## config.mk

```make
export PLATFORM = sky130hd
export DESIGN_NAME = operand_issue_flat
export DESIGN_NICKNAME = d
export VERILOG_FILES = /design/src/rtl/operand_issue_pkg.sv /design/src/rtl/operand_issue_if.sv /design/src/rtl/operand_issue_reg_scoreboard.sv /design/src/rtl/operand_issue.sv /design/src/flat_wrapper.sv
export SDC_FILE = /design/constraint.sdc
export NUM_CORES = 1
export LEC_CHECK = 0
export BUFFER_PORTS_ARGS = -buffer_cell sky130_fd_sc_hd__clkbuf_2
export CAP_MARGIN = 10
export CORE_AREA = 2 2 134 136
export DETAILED_ROUTE_END_ITERATION = 16
export DIE_AREA = 0 0 136 138
export PLACE_DENSITY = 0.74
export SYNTH_ARGS = -nofsm -noshare
export SYNTH_HDL_FRONTEND = slang
export SYNTH_SLANG_ARGS = --single-unit
```

## constraint.sdc

```tcl
create_clock -name clk -period 4.7 [get_ports clk]
set_input_delay 0.47 -clock clk [delete_from_list [all_inputs] [get_ports clk]]
set_output_delay 0.47 -clock clk [all_outputs]
set_load 0.01 [all_outputs]
```

## src/rtl/operand_issue_pkg.sv

```systemverilog
// ============================================================================
// Module   : operand_issue_pkg
// Brief    : Shared sizing defaults and writeback-source encoding for operand_issue.
// Revision : 1.0
// ============================================================================
`default_nettype none

package operand_issue_pkg;

    localparam int WIDTH_DEF = 32;
    localparam int DEPTH_DEF = 32;

    // Single-entry register files still need a one-bit address.
    function automatic int addr_width(input int depth);
        return (depth > 1) ? $clog2(depth) : 1;
    endfunction

    typedef enum logic [0:0] {
        WB_ALU = 1'b0,
        WB_MEM = 1'b1
    } wb_sel_e;

endpackage

`default_nettype wire

```

## src/rtl/operand_issue_if.sv

```systemverilog
// ============================================================================
// Module   : operand_issue_if
// Brief    : Issue, operand, register-file and writeback signals of operand_issue.
// Revision : 1.0
// ============================================================================
`default_nettype none

interface operand_issue_if import operand_issue_pkg::*; #(
    parameter int WIDTH = WIDTH_DEF,
    parameter int DEPTH = DEPTH_DEF
) ();

    localparam int AW = addr_width(DEPTH);

    logic             iss_valid;
    logic             iss_ready;
    logic [AW-1:0]    iss_rs1;
    logic [AW-1:0]    iss_rs2;
    logic [AW-1:0]    iss_rd;
    logic             iss_rd_we;

    logic             op_valid;
    logic             op_ready;
    logic [WIDTH-1:0] op_a;
    logic [WIDTH-1:0] op_b;
    logic [AW-1:0]    op_rd;
    logic             op_rd_we;

    logic [AW-1:0]    rf_rd_addr0;
    logic [AW-1:0]    rf_rd_addr1;
    logic [WIDTH-1:0] rf_dout0;
    logic [WIDTH-1:0] rf_dout1;
    logic [AW-1:0]    rf_wr_addr0;
    logic [WIDTH-1:0] rf_wr_din0;
    logic             rf_we0;

    logic             alu_wb_valid;
    logic [AW-1:0]    alu_wb_addr;
    logic [WIDTH-1:0] alu_wb_data;

    logic             mem_wb_valid;
    logic             mem_wb_ready;
    logic [AW-1:0]    mem_wb_addr;
    logic [WIDTH-1:0] mem_wb_data;

    // The issue stage is the master: it initiates all register-file traffic.
    modport master (
        input  iss_valid, iss_rs1, iss_rs2, iss_rd, iss_rd_we,
        output iss_ready,
        output op_valid, op_a, op_b, op_rd, op_rd_we,
        input  op_ready,
        output rf_rd_addr0, rf_rd_addr1, rf_wr_addr0, rf_wr_din0, rf_we0,
        input  rf_dout0, rf_dout1,
        input  alu_wb_valid, alu_wb_addr, alu_wb_data,
        input  mem_wb_valid, mem_wb_addr, mem_wb_data,
        output mem_wb_ready
    );

    modport slave (
        output iss_valid, iss_rs1, iss_rs2, iss_rd, iss_rd_we,
        input  iss_ready,
        input  op_valid, op_a, op_b, op_rd, op_rd_we,
        output op_ready,
        input  rf_rd_addr0, rf_rd_addr1, rf_wr_addr0, rf_wr_din0, rf_we0,
        output rf_dout0, rf_dout1,
        output alu_wb_valid, alu_wb_addr, alu_wb_data,
        output mem_wb_valid, mem_wb_addr, mem_wb_data,
        input  mem_wb_ready
    );

endinterface

`default_nettype wire

```

## src/rtl/operand_issue_reg_scoreboard.sv

```systemverilog
// ============================================================================
// Module   : operand_issue_reg_scoreboard
// Brief    : Per-register busy bits with set/clear ports and three lookups.
// Revision : 1.0
// ============================================================================
`default_nettype none

module operand_issue_reg_scoreboard import operand_issue_pkg::*; #(
    parameter  int DEPTH = DEPTH_DEF,
    localparam int AW    = addr_width(DEPTH)
) (
    input  logic          clk,
    input  logic          rst,
    input  logic          set_en_i,
    input  logic [AW-1:0] set_addr_i,
    input  logic          clr_en_i,
    input  logic [AW-1:0] clr_addr_i,
    input  logic [AW-1:0] rs1_addr_i,
    input  logic [AW-1:0] rs2_addr_i,
    input  logic [AW-1:0] rd_addr_i,
    output logic          rs1_busy_o,
    output logic          rs2_busy_o,
    output logic          rd_busy_o
);

    logic [DEPTH-1:0] busy_q;
    logic [DEPTH-1:0] busy_d;

    // Clear is applied first so a same-cycle set on the same bit wins.
    always_comb begin
        busy_d = busy_q;
        if (clr_en_i) begin
            busy_d[clr_addr_i] = 1'b0;
        end
        if (set_en_i) begin
            busy_d[set_addr_i] = 1'b1;
        end
        busy_d[0] = 1'b0;
    end

    always_ff @(posedge clk) begin
        if (rst) begin
            busy_q <= '0;
        end else begin
            busy_q <= busy_d;
        end
    end

    assign rs1_busy_o = busy_q[rs1_addr_i];
    assign rs2_busy_o = busy_q[rs2_addr_i];
    assign rd_busy_o  = busy_q[rd_addr_i];

endmodule

`default_nettype wire

```

## src/rtl/operand_issue.sv

```systemverilog
// ============================================================================
// Module   : operand_issue
// Brief    : Hazard-checked operand issue and writeback arbitration for a 2R/1W
//            register file. Define OPERAND_BYPASS_EN for same-cycle forwarding.
// Revision : 1.0
// ============================================================================
`default_nettype none

module operand_issue import operand_issue_pkg::*; #(
    parameter int WIDTH = WIDTH_DEF,
    parameter int DEPTH = DEPTH_DEF
) (
    input  logic            clk,
    input  logic            rst,
    operand_issue_if.master bus
);

    localparam int AW = addr_width(DEPTH);

    logic             req_valid_q, req_valid_d;
    logic [AW-1:0]    req_rs1_q,   req_rs1_d;
    logic [AW-1:0]    req_rs2_q,   req_rs2_d;
    logic [AW-1:0]    req_rd_q,    req_rd_d;
    logic             req_rd_we_q, req_rd_we_d;

    logic             op_valid_q,  op_valid_d;
    logic [WIDTH-1:0] op_a_q,      op_a_d;
    logic [WIDTH-1:0] op_b_q,      op_b_d;
    logic [AW-1:0]    op_rd_q,     op_rd_d;
    logic             op_rd_we_q,  op_rd_we_d;

    wb_sel_e          w_wb_sel;
    logic             w_wr_valid;
    logic             w_wr_en;
    logic [AW-1:0]    w_wr_addr;
    logic [WIDTH-1:0] w_wr_data;

    logic             w_rs1_busy, w_rs2_busy, w_rd_busy;
    logic             w_byp_rs1, w_byp_rs2, w_byp_rd;
    logic             w_haz;
    logic             w_fire;
    logic             w_iss_ready;
    logic             w_set_en;
    logic [WIDTH-1:0] w_opa, w_opb;

    // ALU has strict priority; the load path simply waits via mem_wb_ready.
    always_comb begin
        w_wb_sel   = bus.alu_wb_valid ? WB_ALU : WB_MEM;
        w_wr_valid = bus.alu_wb_valid || bus.mem_wb_valid;
        w_wr_addr  = (w_wb_sel == WB_ALU) ? bus.alu_wb_addr : bus.mem_wb_addr;
        w_wr_data  = (w_wb_sel == WB_ALU) ? bus.alu_wb_data : bus.mem_wb_data;
        w_wr_en    = w_wr_valid && (w_wr_addr != '0);
    end

    assign bus.rf_wr_addr0  = w_wr_addr;
    assign bus.rf_wr_din0   = w_wr_data;
    assign bus.rf_we0       = w_wr_en;
    assign bus.mem_wb_ready = !bus.alu_wb_valid;

`ifdef OPERAND_BYPASS_EN
    assign w_byp_rs1 = w_wr_en && (w_wr_addr == req_rs1_q);
    assign w_byp_rs2 = w_wr_en && (w_wr_addr == req_rs2_q);
    assign w_byp_rd  = w_wr_en && (w_wr_addr == req_rd_q);
`else
    assign w_byp_rs1 = 1'b0;
    assign w_byp_rs2 = 1'b0;
    assign w_byp_rd  = 1'b0;
`endif

    assign w_haz = (w_rs1_busy && !w_byp_rs1)
                || (w_rs2_busy && !w_byp_rs2)
                || (req_rd_we_q && w_rd_busy && !w_byp_rd);

    assign w_fire      = req_valid_q && !w_haz && (!op_valid_q || bus.op_ready);
    assign w_iss_ready = !req_valid_q || w_fire;
    assign w_set_en    = w_fire && req_rd_we_q && (req_rd_q != '0);
    assign w_opa       = w_byp_rs1 ? w_wr_data : bus.rf_dout0;
    assign w_opb       = w_byp_rs2 ? w_wr_data : bus.rf_dout1;

    operand_issue_reg_scoreboard #(
        .DEPTH (DEPTH)
    ) u_sb (
        .clk        (clk),
        .rst        (rst),
        .set_en_i   (w_set_en),
        .set_addr_i (req_rd_q),
        .clr_en_i   (w_wr_en),
        .clr_addr_i (w_wr_addr),
        .rs1_addr_i (req_rs1_q),
        .rs2_addr_i (req_rs2_q),
        .rd_addr_i  (req_rd_q),
        .rs1_busy_o (w_rs1_busy),
        .rs2_busy_o (w_rs2_busy),
        .rd_busy_o  (w_rd_busy)
    );

    always_comb begin
        req_valid_d = req_valid_q;
        req_rs1_d   = req_rs1_q;
        req_rs2_d   = req_rs2_q;
        req_rd_d    = req_rd_q;
        req_rd_we_d = req_rd_we_q;
        op_valid_d  = op_valid_q;
        op_a_d      = op_a_q;
        op_b_d      = op_b_q;
        op_rd_d     = op_rd_q;
        op_rd_we_d  = op_rd_we_q;

        if (bus.iss_valid && w_iss_ready) begin
            req_valid_d = 1'b1;
            req_rs1_d   = bus.iss_rs1;
            req_rs2_d   = bus.iss_rs2;
            req_rd_d    = bus.iss_rd;
            req_rd_we_d = bus.iss_rd_we;
        end else if (w_fire) begin
            req_valid_d = 1'b0;
        end

        if (w_fire) begin
            op_valid_d = 1'b1;
            op_a_d     = w_opa;
            op_b_d     = w_opb;
            op_rd_d    = req_rd_q;
            op_rd_we_d = req_rd_we_q;
        end else if (bus.op_ready) begin
            op_valid_d = 1'b0;
        end
    end

    always_ff @(posedge clk) begin
        if (rst) begin
            req_valid_q <= 1'b0;
            req_rs1_q   <= '0;
            req_rs2_q   <= '0;
            req_rd_q    <= '0;
            req_rd_we_q <= 1'b0;
            op_valid_q  <= 1'b0;
            op_a_q      <= '0;
            op_b_q      <= '0;
            op_rd_q     <= '0;
            op_rd_we_q  <= 1'b0;
        end else begin
            req_valid_q <= req_valid_d;
            req_rs1_q   <= req_rs1_d;
            req_rs2_q   <= req_rs2_d;
            req_rd_q    <= req_rd_d;
            req_rd_we_q <= req_rd_we_d;
            op_valid_q  <= op_valid_d;
            op_a_q      <= op_a_d;
            op_b_q      <= op_b_d;
            op_rd_q     <= op_rd_d;
            op_rd_we_q  <= op_rd_we_d;
        end
    end

    assign bus.iss_ready   = w_iss_ready;
    assign bus.op_valid    = op_valid_q;
    assign bus.op_a        = op_a_q;
    assign bus.op_b        = op_b_q;
    assign bus.op_rd       = op_rd_q;
    assign bus.op_rd_we    = op_rd_we_q;
    assign bus.rf_rd_addr0 = req_rs1_q;
    assign bus.rf_rd_addr1 = req_rs2_q;

endmodule

`default_nettype wire

```

## src/flat_wrapper.sv

```systemverilog
// flat-port wrapper written by rule: the top's interface ports become plain ports
module operand_issue_flat import operand_issue_pkg::*;
#(
    parameter int WIDTH = WIDTH_DEF,
    parameter int DEPTH = DEPTH_DEF
)
  (clk, rst, bus_iss_valid, bus_iss_rs1, bus_iss_rs2, bus_iss_rd, bus_iss_rd_we, bus_iss_ready, bus_op_valid, bus_op_a, bus_op_b, bus_op_rd, bus_op_rd_we, bus_op_ready, bus_rf_rd_addr0, bus_rf_rd_addr1, bus_rf_wr_addr0, bus_rf_wr_din0, bus_rf_we0, bus_rf_dout0, bus_rf_dout1, bus_alu_wb_valid, bus_alu_wb_addr, bus_alu_wb_data, bus_mem_wb_valid, bus_mem_wb_addr, bus_mem_wb_data, bus_mem_wb_ready);
  operand_issue_if #(.WIDTH(WIDTH), .DEPTH(DEPTH)) bus_i ();
  input  logic clk;
  input  logic rst;
  input wire logic [$bits(bus_i.iss_valid)-1:0] bus_iss_valid;
  input wire logic [$bits(bus_i.iss_rs1)-1:0] bus_iss_rs1;
  input wire logic [$bits(bus_i.iss_rs2)-1:0] bus_iss_rs2;
  input wire logic [$bits(bus_i.iss_rd)-1:0] bus_iss_rd;
  input wire logic [$bits(bus_i.iss_rd_we)-1:0] bus_iss_rd_we;
  output wire logic [$bits(bus_i.iss_ready)-1:0] bus_iss_ready;
  output wire logic [$bits(bus_i.op_valid)-1:0] bus_op_valid;
  output wire logic [$bits(bus_i.op_a)-1:0] bus_op_a;
  output wire logic [$bits(bus_i.op_b)-1:0] bus_op_b;
  output wire logic [$bits(bus_i.op_rd)-1:0] bus_op_rd;
  output wire logic [$bits(bus_i.op_rd_we)-1:0] bus_op_rd_we;
  input wire logic [$bits(bus_i.op_ready)-1:0] bus_op_ready;
  output wire logic [$bits(bus_i.rf_rd_addr0)-1:0] bus_rf_rd_addr0;
  output wire logic [$bits(bus_i.rf_rd_addr1)-1:0] bus_rf_rd_addr1;
  output wire logic [$bits(bus_i.rf_wr_addr0)-1:0] bus_rf_wr_addr0;
  output wire logic [$bits(bus_i.rf_wr_din0)-1:0] bus_rf_wr_din0;
  output wire logic [$bits(bus_i.rf_we0)-1:0] bus_rf_we0;
  input wire logic [$bits(bus_i.rf_dout0)-1:0] bus_rf_dout0;
  input wire logic [$bits(bus_i.rf_dout1)-1:0] bus_rf_dout1;
  input wire logic [$bits(bus_i.alu_wb_valid)-1:0] bus_alu_wb_valid;
  input wire logic [$bits(bus_i.alu_wb_addr)-1:0] bus_alu_wb_addr;
  input wire logic [$bits(bus_i.alu_wb_data)-1:0] bus_alu_wb_data;
  input wire logic [$bits(bus_i.mem_wb_valid)-1:0] bus_mem_wb_valid;
  input wire logic [$bits(bus_i.mem_wb_addr)-1:0] bus_mem_wb_addr;
  input wire logic [$bits(bus_i.mem_wb_data)-1:0] bus_mem_wb_data;
  output wire logic [$bits(bus_i.mem_wb_ready)-1:0] bus_mem_wb_ready;
  assign bus_i.iss_valid = bus_iss_valid;
  assign bus_i.iss_rs1 = bus_iss_rs1;
  assign bus_i.iss_rs2 = bus_iss_rs2;
  assign bus_i.iss_rd = bus_iss_rd;
  assign bus_i.iss_rd_we = bus_iss_rd_we;
  assign bus_iss_ready = bus_i.iss_ready;
  assign bus_op_valid = bus_i.op_valid;
  assign bus_op_a = bus_i.op_a;
  assign bus_op_b = bus_i.op_b;
  assign bus_op_rd = bus_i.op_rd;
  assign bus_op_rd_we = bus_i.op_rd_we;
  assign bus_i.op_ready = bus_op_ready;
  assign bus_rf_rd_addr0 = bus_i.rf_rd_addr0;
  assign bus_rf_rd_addr1 = bus_i.rf_rd_addr1;
  assign bus_rf_wr_addr0 = bus_i.rf_wr_addr0;
  assign bus_rf_wr_din0 = bus_i.rf_wr_din0;
  assign bus_rf_we0 = bus_i.rf_we0;
  assign bus_i.rf_dout0 = bus_rf_dout0;
  assign bus_i.rf_dout1 = bus_rf_dout1;
  assign bus_i.alu_wb_valid = bus_alu_wb_valid;
  assign bus_i.alu_wb_addr = bus_alu_wb_addr;
  assign bus_i.alu_wb_data = bus_alu_wb_data;
  assign bus_i.mem_wb_valid = bus_mem_wb_valid;
  assign bus_i.mem_wb_addr = bus_mem_wb_addr;
  assign bus_i.mem_wb_data = bus_mem_wb_data;
  assign bus_mem_wb_ready = bus_i.mem_wb_ready;
  operand_issue #(.WIDTH(WIDTH), .DEPTH(DEPTH)) u_core (.clk(clk), .rst(rst), .bus(bus_i));
endmodule
```

==> results of run 1 <==
## path summary, 6_finish.rpt
path                                         start  depth (start not counted)                               end  slack, ns
hold reg to reg   u_core.bus.op_a[21]$_SDFFE_PP0P_                          2  u_core.bus.op_a[21]$_SDFFE_PP0P_       0.47
hold / removal                    bus_rf_dout1[17]                          3  u_core.bus.op_b[17]$_SDFFE_PP0P_       0.29
setup / recovery   u_core.req_rd_q[1]$_SDFFE_PP0P_                          8                     bus_iss_ready       1.28
setup reg to reg   u_core.req_rd_q[1]$_SDFFE_PP0P_                          7   u_core.bus.op_b[9]$_SDFFE_PP0P_       1.37
## cell families (layout without fill, tap and decap cells)
family                 Yosys count  in the layout  share of synthesized area, %
muxes                          159            159                          26.2
DFF                            119            119                          35.0
and+or+nand+nor                304            304                          26.5
AOI/OAI and AO/OA               63             63                          6.08
buffers and inverters           64            329                          6.25
## synthesized netlist by cell type (2+ instances only)
cell type / count
sky130_fd_sc_hd__buf_6: 4
sky130_fd_sc_hd__nand3b_1: 27
sky130_fd_sc_hd__or2b_1: 2
sky130_fd_sc_hd__a22oi_1: 5
sky130_fd_sc_hd__inv_1: 10
sky130_fd_sc_hd__a41o_1: 2
sky130_fd_sc_hd__dfxtp_1: 119
sky130_fd_sc_hd__nor3_1: 9
sky130_fd_sc_hd__o21ai_0: 29
sky130_fd_sc_hd__and2_1: 2
sky130_fd_sc_hd__buf_2: 7
sky130_fd_sc_hd__buf_12: 8
sky130_fd_sc_hd__nand2b_1: 174
sky130_fd_sc_hd__o2111ai_1: 3
sky130_fd_sc_hd__a31o_2: 3
sky130_fd_sc_hd__nor2b_1: 5
sky130_fd_sc_hd__buf_4: 3
sky130_fd_sc_hd__nand2_1: 53
sky130_fd_sc_hd__a2111oi_0: 2
sky130_fd_sc_hd__mux2_2: 40
sky130_fd_sc_hd__nand3_1: 6
sky130_fd_sc_hd__a21oi_1: 7
sky130_fd_sc_hd__and3b_1: 2
sky130_fd_sc_hd__nor3b_1: 3
sky130_fd_sc_hd__clkbuf_1: 30
sky130_fd_sc_hd__mux2i_1: 107
sky130_fd_sc_hd__nor2_1: 13
sky130_fd_sc_hd__mux4_2: 11
## state kept, by name (all words and copies together), names as in the netlist
register / flops
u_core.bus.op_rd_we: 1
u_core.bus.op_a: 32
u_core.bus.op_b: 32
u_core.u_sb.busy_q: 31
u_core.req_rd_we_q: 1
u_core.bus.rf_rd_addr1: 5
u_core.req_valid_q: 1
u_core.bus.rf_rd_addr0: 5
u_core.bus.op_valid: 1
u_core.req_rd_q: 5
u_core.bus.op_rd: 5
## per-stage QoR
| step | hold slack, ns | utilization, % |
|---|---|---|
| 2_1_floorplan | 0.476 | - |
| 4_1_cts | 0.276 | 49.8 |
| 3_3_place_gp | 0.457 | 46.6 |
| 3_5_place_dp | 0.462 | 46.6 |
| 5_1_grt | 0.286 | 49.8 |
| 6_report | 0.285 | 49.8 |
## power by group
group | internal (mW) | total [mW] | switching (mW) | leakage, nW
Sequential | 1.09 | 1.16 | 0.0778 | 0.971
Clock | 0.778 | 1.24 | 0.459 | 0.280
Combinational | 0.288 | 0.587 | 0.299 | 2.52
Total | 2.15 | 2.99 | 0.836 | 3.77
## layer usage
layer	global-route usage [%]	wire (µm)	up-vias
met5	0	0	-
met4	6.96	422	0
met3	7.19	1710	36
met2	32.7	8990	264
met1	25.8	8010	2793
li1	-	-	2948
## critical path: cells and delay by family, from the launching register on
family / cells / cell delay (ns)
AND/OR/NAND/NOR: 3 / 0.38
flip-flops: 1 / 0.76
AO/OA/AOI/OAI: 2 / 0.41
multiplexers: 1 / 0.57
buffers and inverters: 2 / 0.39
## area by class of cell
class                      count  area [µm²]  area share (%)
timing repair buffer         287        1470            16.8
tap                          229         287            3.28
sequential                   119        2380            27.3
inverter                      10        37.5           0.430
multi-input combinational    526        4000            45.8
clock inverter                 8        71.3           0.816
clock buffer                  24         492            5.63
## placed cells by master, fill, tap and decap left out, drive strengths merged, types with 3 or more instances in the layout
cell and n:
nand3 6, buf 8, mux2 41, dfxtp 119, nor3b 4, a21oi 7
nor3 10, a31o 4, clkinv 6, nand3b 27, nand2 53, mux4 11
clkbuf 303, o21ai 29, nor2 13, a22oi 5, inv 10, nand2b 174
nor2b 5, mux2i 107, o2111ai 3
==> results.md, run 1 <==
* Highest cell delay on the worst timing path at roughly 0.76 ns
* First-pass GRT wire length at between 30 and 40 mm
* Number of failing hold endpoints at the final stage at 0
* Diode insertion count for antenna repair at 0
* Power density normalized to cell area at 342 nW/µm²
* Number of buffers inserted by post-CTS setup repair at 0
* Die area at 18800 µm²
* Cells taking the most area after synthesis: sky130_fd_sc_hd__dfxtp_1 35%, sky130_fd_sc_hd__nand2b_1 16%, sky130_fd_sc_hd__mux2i_1 16%, sky130_fd_sc_hd__mux2_2 6.6%, sky130_fd_sc_hd__mux4_2 3.6%
* Flip-flop and latch count after synthesis at roughly 120
* I/O pin cnt at about 280
* Clock tree skew after final layout at roughly 0.008 ns
* Worst max-slew margin expressed relative to the limit at between 20% and 30%
* Share of post-route cells with drive strength above 1 at approximately two fifths
* Result of the run: finished clean
* Net count, final at ~1100
* Type of element capturing the critical path: primary output
* Total count of max-transition violations in the final report at 0
* Cell count after synthesis at roughly 710
* Largest net degree at the start of global routing at between 100 and 150
* Worst Path Arrival at 2.95 ns
* Deepest level of the CTS H-tree at 4
* Sequential-to-total area share from yosys stat at 35.0%
* Number of synthesized flops with an enable pin at 0
* Initial standard-cell utilization of the core at between 30 and 40%
* Crit path required time at 4.23 ns
* Unrepaired setup endpoints after global routing: no
* Die boundary height at between 100 and 150 µm
* DIE WIDTH at 136 µm
* Final ANT Viol Nets at 0
* Detailed-routing iteration count for the pre-antenna-repair pass at 6
* Primary FF master, synth: sky130_fd_sc_hd__dfxtp_1
* DP Cell Count at 1171
* Hold-fix buffers, CTS at 0
* Final HPWL from detailed placement at 14.1 mm
* Antenna violations before repair at 0
* Maximum buffer depth of the clock tree at 2
* Iter 0 DRT Violations at between 300 and 400
* Gpl congestion at 0.896
* Post-cts gate resize count at 0
* Final instance area at slightly below 9000 µm²
* Place WS at 1.38 ns
* Static Leakage at 3.77 nW
* Mapped Avg Cell Area at ~9.6 µm²
* Site row count at 49
* Count of warnings emitted by yosys at 0
* DRC violation count after routing at 0
* Fill cell instance count of the final layout at 1679
* Total of max-cap violations at 0
* Post-Synthesis Net Count at approximately 870
* Summed instance area of the synthesized netlist at 6810 µm²
* Vias in the first global route at about 5800
* Cell-by-cell listing of the critical path: mux4_2, and2_1, o32ai_1, a41o_1, nand4_1, buf_4, nand2_1, clkbuf_2
* Overflow after GRT at 0
* Async set or reset register ratio after synthesis at 0%
* Synth-to-Final Area Change at 28.4%
* Count of different cell masters after synthesis at a little over 50
* Startpoint type of the worst setup path: register
* Total detailed-routing wirelength at approximately 19 mm
* Overall power after layout at around 3 mW
* TritonCTS Sinks at about 120
* Maximum achievable frequency at between 0.2 and 0.3 GHz
* Final setup violating endpoints at 0
* Path type of the worst min-delay path: in2reg
* Time the worst path needs with I/O delays and setup at ~3.4 ns
* Post-detailed-placement cell area at a little over 8000 µm²
* Global-route total usage across every layer at between 20 and 25%
* Number of input and output port buffers inserted at between 200 and 300
* Number of cells in the finished layout apart from fillers at about 1200
* Maximum fanout encountered on the critical timing path at 30
* Clock insertion delay at the later pin of the skew report at between 0.4 and 0.5 ns
* Clock tree from TritonCTS: built
* Cell type contributing the most total cell area after synthesis: sky130_fd_sc_hd__dfxtp_1
* Cell with the largest stage delay on the worst path: sky130_fd_sc_hd__dfxtp_1
* Clock Tree Root: sky130_fd_sc_hd__clkbuf_16
* Final sum of negative setup slack at 0 ns
* Tightest Pin Transition at 1.08 ns
* Placeable Area at 17500 µm²
* Final routed wire length divided by cell count at around 16 µm
* Worst setup slack after layout at ~1.3 ns
* Fraction of the cycle the final worst path needs at between 70% and 80%
* Via Count at roughly 6000
* Share of the synthesized area in the top cell type at around a third
* Clock buffers created by TritonCTS at 17
* Clock Pin Slew Worst Setup and Hold Paths at ~0.060 ns
* Type of the worst setup path: reg2out
* Peak supply drop at about 0.22 mV
* Vias per std cell at roughly 5
Note: power is estimated with default switching activity, not from simulation.
==> run 2, diff against run 1 <==
--- a/config.mk
+++ b/config.mk
@@ -5,12 +5,13 @@
 export SDC_FILE = /design/constraint.sdc
 export NUM_CORES = 1
 export LEC_CHECK = 0
+export ABC_AREA = 1
 export BUFFER_PORTS_ARGS = -buffer_cell sky130_fd_sc_hd__clkbuf_2
 export CAP_MARGIN = 10
-export CORE_AREA = 2 2 134 136
+export CORE_AREA = 2 2 128 130
 export DETAILED_ROUTE_END_ITERATION = 16
-export DIE_AREA = 0 0 136 138
-export PLACE_DENSITY = 0.74
+export DIE_AREA = 0 0 130 132
+export PLACE_DENSITY = 0.75
 export SYNTH_ARGS = -nofsm -noshare
 export SYNTH_HDL_FRONTEND = slang
 export SYNTH_SLANG_ARGS = --single-unit
==> constraint.sdc (replaced) <==
create_clock -name clk -period 3.2 [get_ports clk]
set_input_delay 0.32 -clock clk [delete_from_list [all_inputs] [get_ports clk]]
set_output_delay 0.32 -clock clk [all_outputs]
set_load 0.01 [all_outputs]
==> results.md, run 2 <==
* Die boundary height at 132 µm (-4.3%)
* Result of the run: finished clean
* Number of buffers inserted by post-CTS setup repair at 0 (unchanged)
* Total detailed-routing wirelength at 20.6 mm (+7.9%)
* Mapped Avg Cell Area at 6.28 µm² (-35%)
* Die area at 17200 µm² (-8.6%)
* Tightest Pin Transition at 1.02 ns (-0.0694 ns)
* Largest net degree at the start of global routing at 99 (-8.3%)
* Total of max-cap violations at 0 (unchanged)
* Sequential-to-total area share from yosys stat at 38.5% (+3.5 points)
* Worst Path Arrival at 2.63 ns (-0.32 ns)
* Type of the worst setup path: reg2out
* Deepest level of the CTS H-tree at 4 (unchanged)
* Site row count at 46 (-6.1%)
* Number of input and output port buffers inserted at 280 (unchanged)
* Share of post-route cells with drive strength above 1 at 26.6% (-12 points)
* Hold WS at 0.126 ns (-0.160 ns)
* Final instance area at 8200 µm² (-6.1%)
* Iter 0 DRT Violations at 516 (+41%)
* Post-Synthesis Net Count at 1145 (+32%)
* Fraction of the cycle the final worst path needs at around 92%
* Cells taking the most area after synthesis: sky130_fd_sc_hd__dfxtp_1 39%, sky130_fd_sc_hd__nand2_1 23%, sky130_fd_sc_hd__a21oi_1 9.7%, sky130_fd_sc_hd__nand3_1 5.0%, sky130_fd_sc_hd__inv_1 3.8%
* Number of synthesized flops with an enable pin at 0 (unchanged)
* Final HPWL from detailed placement at 14.9 mm (+6.1%)
* Share of the synthesized area in the top cell type at 38.5% (+3.5 points)
* Count of different cell masters after synthesis at 21 (-59%)
* Async set or reset register ratio after synthesis at 0% (unchanged)
* Synth cell count leaders: 387 x sky130_fd_sc_hd__nand2_1, 120 x sky130_fd_sc_hd__a21oi_1, 119 x sky130_fd_sc_hd__dfxtp_1
* Path type of the worst min-delay path: in2reg
* Peak supply drop at 0.400 mV (+81%)
* DIE WIDTH at 130 µm (-4.4%)
* First-pass GRT wire length at 33.4 mm (+9.4%)
* Flip-flop and latch count after synthesis at 119 (unchanged)
* Final setup violating endpoints at 0 (unchanged)
* Power density normalized to cell area at 538 nW/µm² (+57%)
* Overall power after layout at 4.41 mW (+48%)
* Maximum fanout encountered on the critical timing path at 34 (+13%)
* Most common cell after layout, fill and taps aside: sky130_fd_sc_hd__nand2_1
* Net count, final at 1391 (+24%)
* Detailed-routing iteration count for the pre-antenna-repair pass at 11 (+5)
* Via Count at 7278 (+20%)
* Unrepaired setup endpoints after global routing: no
* Vias per std cell at 4.98 (-0.73%)
* Crit path required time at 2.88 ns (-1.35 ns)
* Most frequent cell after synthesis: sky130_fd_sc_hd__nand2_1
* Clock tree skew after final layout at 0.0119 ns (+0.00409 ns)
* Clock Pin Slew Worst Setup and Hold Paths at 0.06 ns (about the same)
* Cell type contributing the most total cell area after synthesis: sky130_fd_sc_hd__dfxtp_1
* Final ANT Viol Nets at 0 (unchanged)
* Global-route total usage across every layer at 24.1% (+3.6 points)
* I/O pin cnt at 281 (unchanged)
* Static Leakage at 3.96 nW (+5.0%)
* Final sum of negative setup slack at 0 ns (unchanged)
* Time the worst path needs with I/O delays and setup at approximately 2.9 ns
* Primary FF master, synth: sky130_fd_sc_hd__dfxtp_1
* Utilization after layout at 52.2% (+2.4 points)
* Clock buffers created by TritonCTS at 17 (unchanged)
* DRC violation count after routing at 0 (unchanged)
* Clock Tree Root: sky130_fd_sc_hd__clkbuf_16
* Maximum buffer depth of the clock tree at 2 (unchanged)
* Initial standard-cell utilization of the core at 39.4% (+0.54 points)
* Clock tree from TritonCTS: built
* Antenna violations before repair at 0 (unchanged)
* Commonest cells after routing, fill and taps aside: 387 x sky130_fd_sc_hd__nand2_1, 279 x sky130_fd_sc_hd__clkbuf_2, 120 x sky130_fd_sc_hd__a21oi_1
* Vias in the first global route at 6802 (+17%)
* Type of element capturing the critical path: primary output
* Hold-fix buffers, CTS at 0 (unchanged)
* Diode insertion count for antenna repair at 0 (unchanged)
* Count of warnings emitted by yosys at 0 (unchanged)
* Summed instance area of the synthesized netlist at 6190 µm² (-9.1%)
* Overflow after GRT at 0 (unchanged)
* Post-detailed-placement cell area at 7630 µm² (-6.7%)
* Final routed wire length divided by cell count at 14.1 µm (-11%)
* Post-cts gate resize count at 0 (unchanged)
* Synth-to-Final Area Change at 32.6%
* Startpoint type of the worst setup path: register
* Placeable Area at 15700 µm² (-10%)
* Gpl congestion at 0.863 (-3.7%)
* TritonCTS Sinks at 119 (unchanged)
* Maximum achievable frequency at about 0.34 GHz
* Clock insertion delay at the later pin of the skew report at 0.42 ns (about the same)
* Number of failing hold endpoints at the final stage at 0 (unchanged)
* Cell count after synthesis at 985 (+39%)
* Worst max-slew margin expressed relative to the limit at 32.3% (+5.2 points)
* Total count of max-transition violations in the final report at 0 (unchanged)
run 2: final cells by class:
| type | instances | area, µm² |
|---|---|---|
| fill | 1572 | 7510 |
| tap | 216 | 270 |
| sequential | 119 | 2380 |
| multi-input combinational | 736 | 3230 |
| inverter | 66 | 248 |
| clock inverter | 10 | 123 |
| clock buffer | 22 | 454 |
| timing repair buffer | 291 | 1500 |
run 2: report_power, final:
group	total [mW]	switching, mW	internal [mW]
combinational	0.873	0.559	0.314
sequential	1.66	0.0810	1.58
clock	1.87	0.704	1.17
total	4.41	1.34	3.07
run 2: critical path, stage by stage (launching register included):
cell and delay, ns:
sky130_fd_sc_hd__dfxtp_1 0.60, sky130_fd_sc_hd__inv_1 0.26, sky130_fd_sc_hd__nand3_1 0.14, sky130_fd_sc_hd__nand3_1 0.09, sky130_fd_sc_hd__nand3_1 0.12, sky130_fd_sc_hd__nand2_1 0.07
sky130_fd_sc_hd__nand2_1 0.06, sky130_fd_sc_hd__nand2_1 0.04, sky130_fd_sc_hd__nor2_1 0.16, sky130_fd_sc_hd__nand3_2 0.10, sky130_fd_sc_hd__nand2_1 0.06, sky130_fd_sc_hd__buf_4 0.30
sky130_fd_sc_hd__clkbuf_2 0.19
run 2: kinds of logic after synthesis:
logic type             count (synthesis)  synth area share (%)
buffers and inverters                130                  9.36
AOI/OAI and AO/OA                    169                  13.7
DFF                                  119                  38.5
and+or+nand+nor                      567                  38.4
run 2: final timing paths:
path	start	to	slack [ns]	cells past startpoint
worst min-delay path	bus_rf_dout1[22]	u_core.bus.op_b[22]$_SDFFE_PP0P_	0.13	3
worst min register to register	u_core.bus.op_b[19]$_SDFFE_PP0P_	u_core.bus.op_b[19]$_SDFFE_PP0P_	0.46	2
worst max-delay path	u_core.bus.rf_rd_addr1[1]$_SDFFE_PP0P_	bus_iss_ready	0.25	12
worst max register to register	u_core.bus.rf_rd_addr1[1]$_SDFFE_PP0P_	u_core.u_sb.busy_q[21]$_SDFF_PP0_	0.54	13
run 2: stage by stage:
step	std cells	worst slack, ns
floorplan	985	1.20
global placement	1428	0.668
detailed placement	1428	0.664
CTS	1460	0.325
global route	1460	0.0656
finish	1460	0.251
run 2: per-layer routing:
layer / share of wire (%) / track usage (%)
met5: 0 / 0
met4: 2.8 / 10.5
met3: 7.0 / 5.07
met2: 48 / 40.0
met1: 42 / 30.0
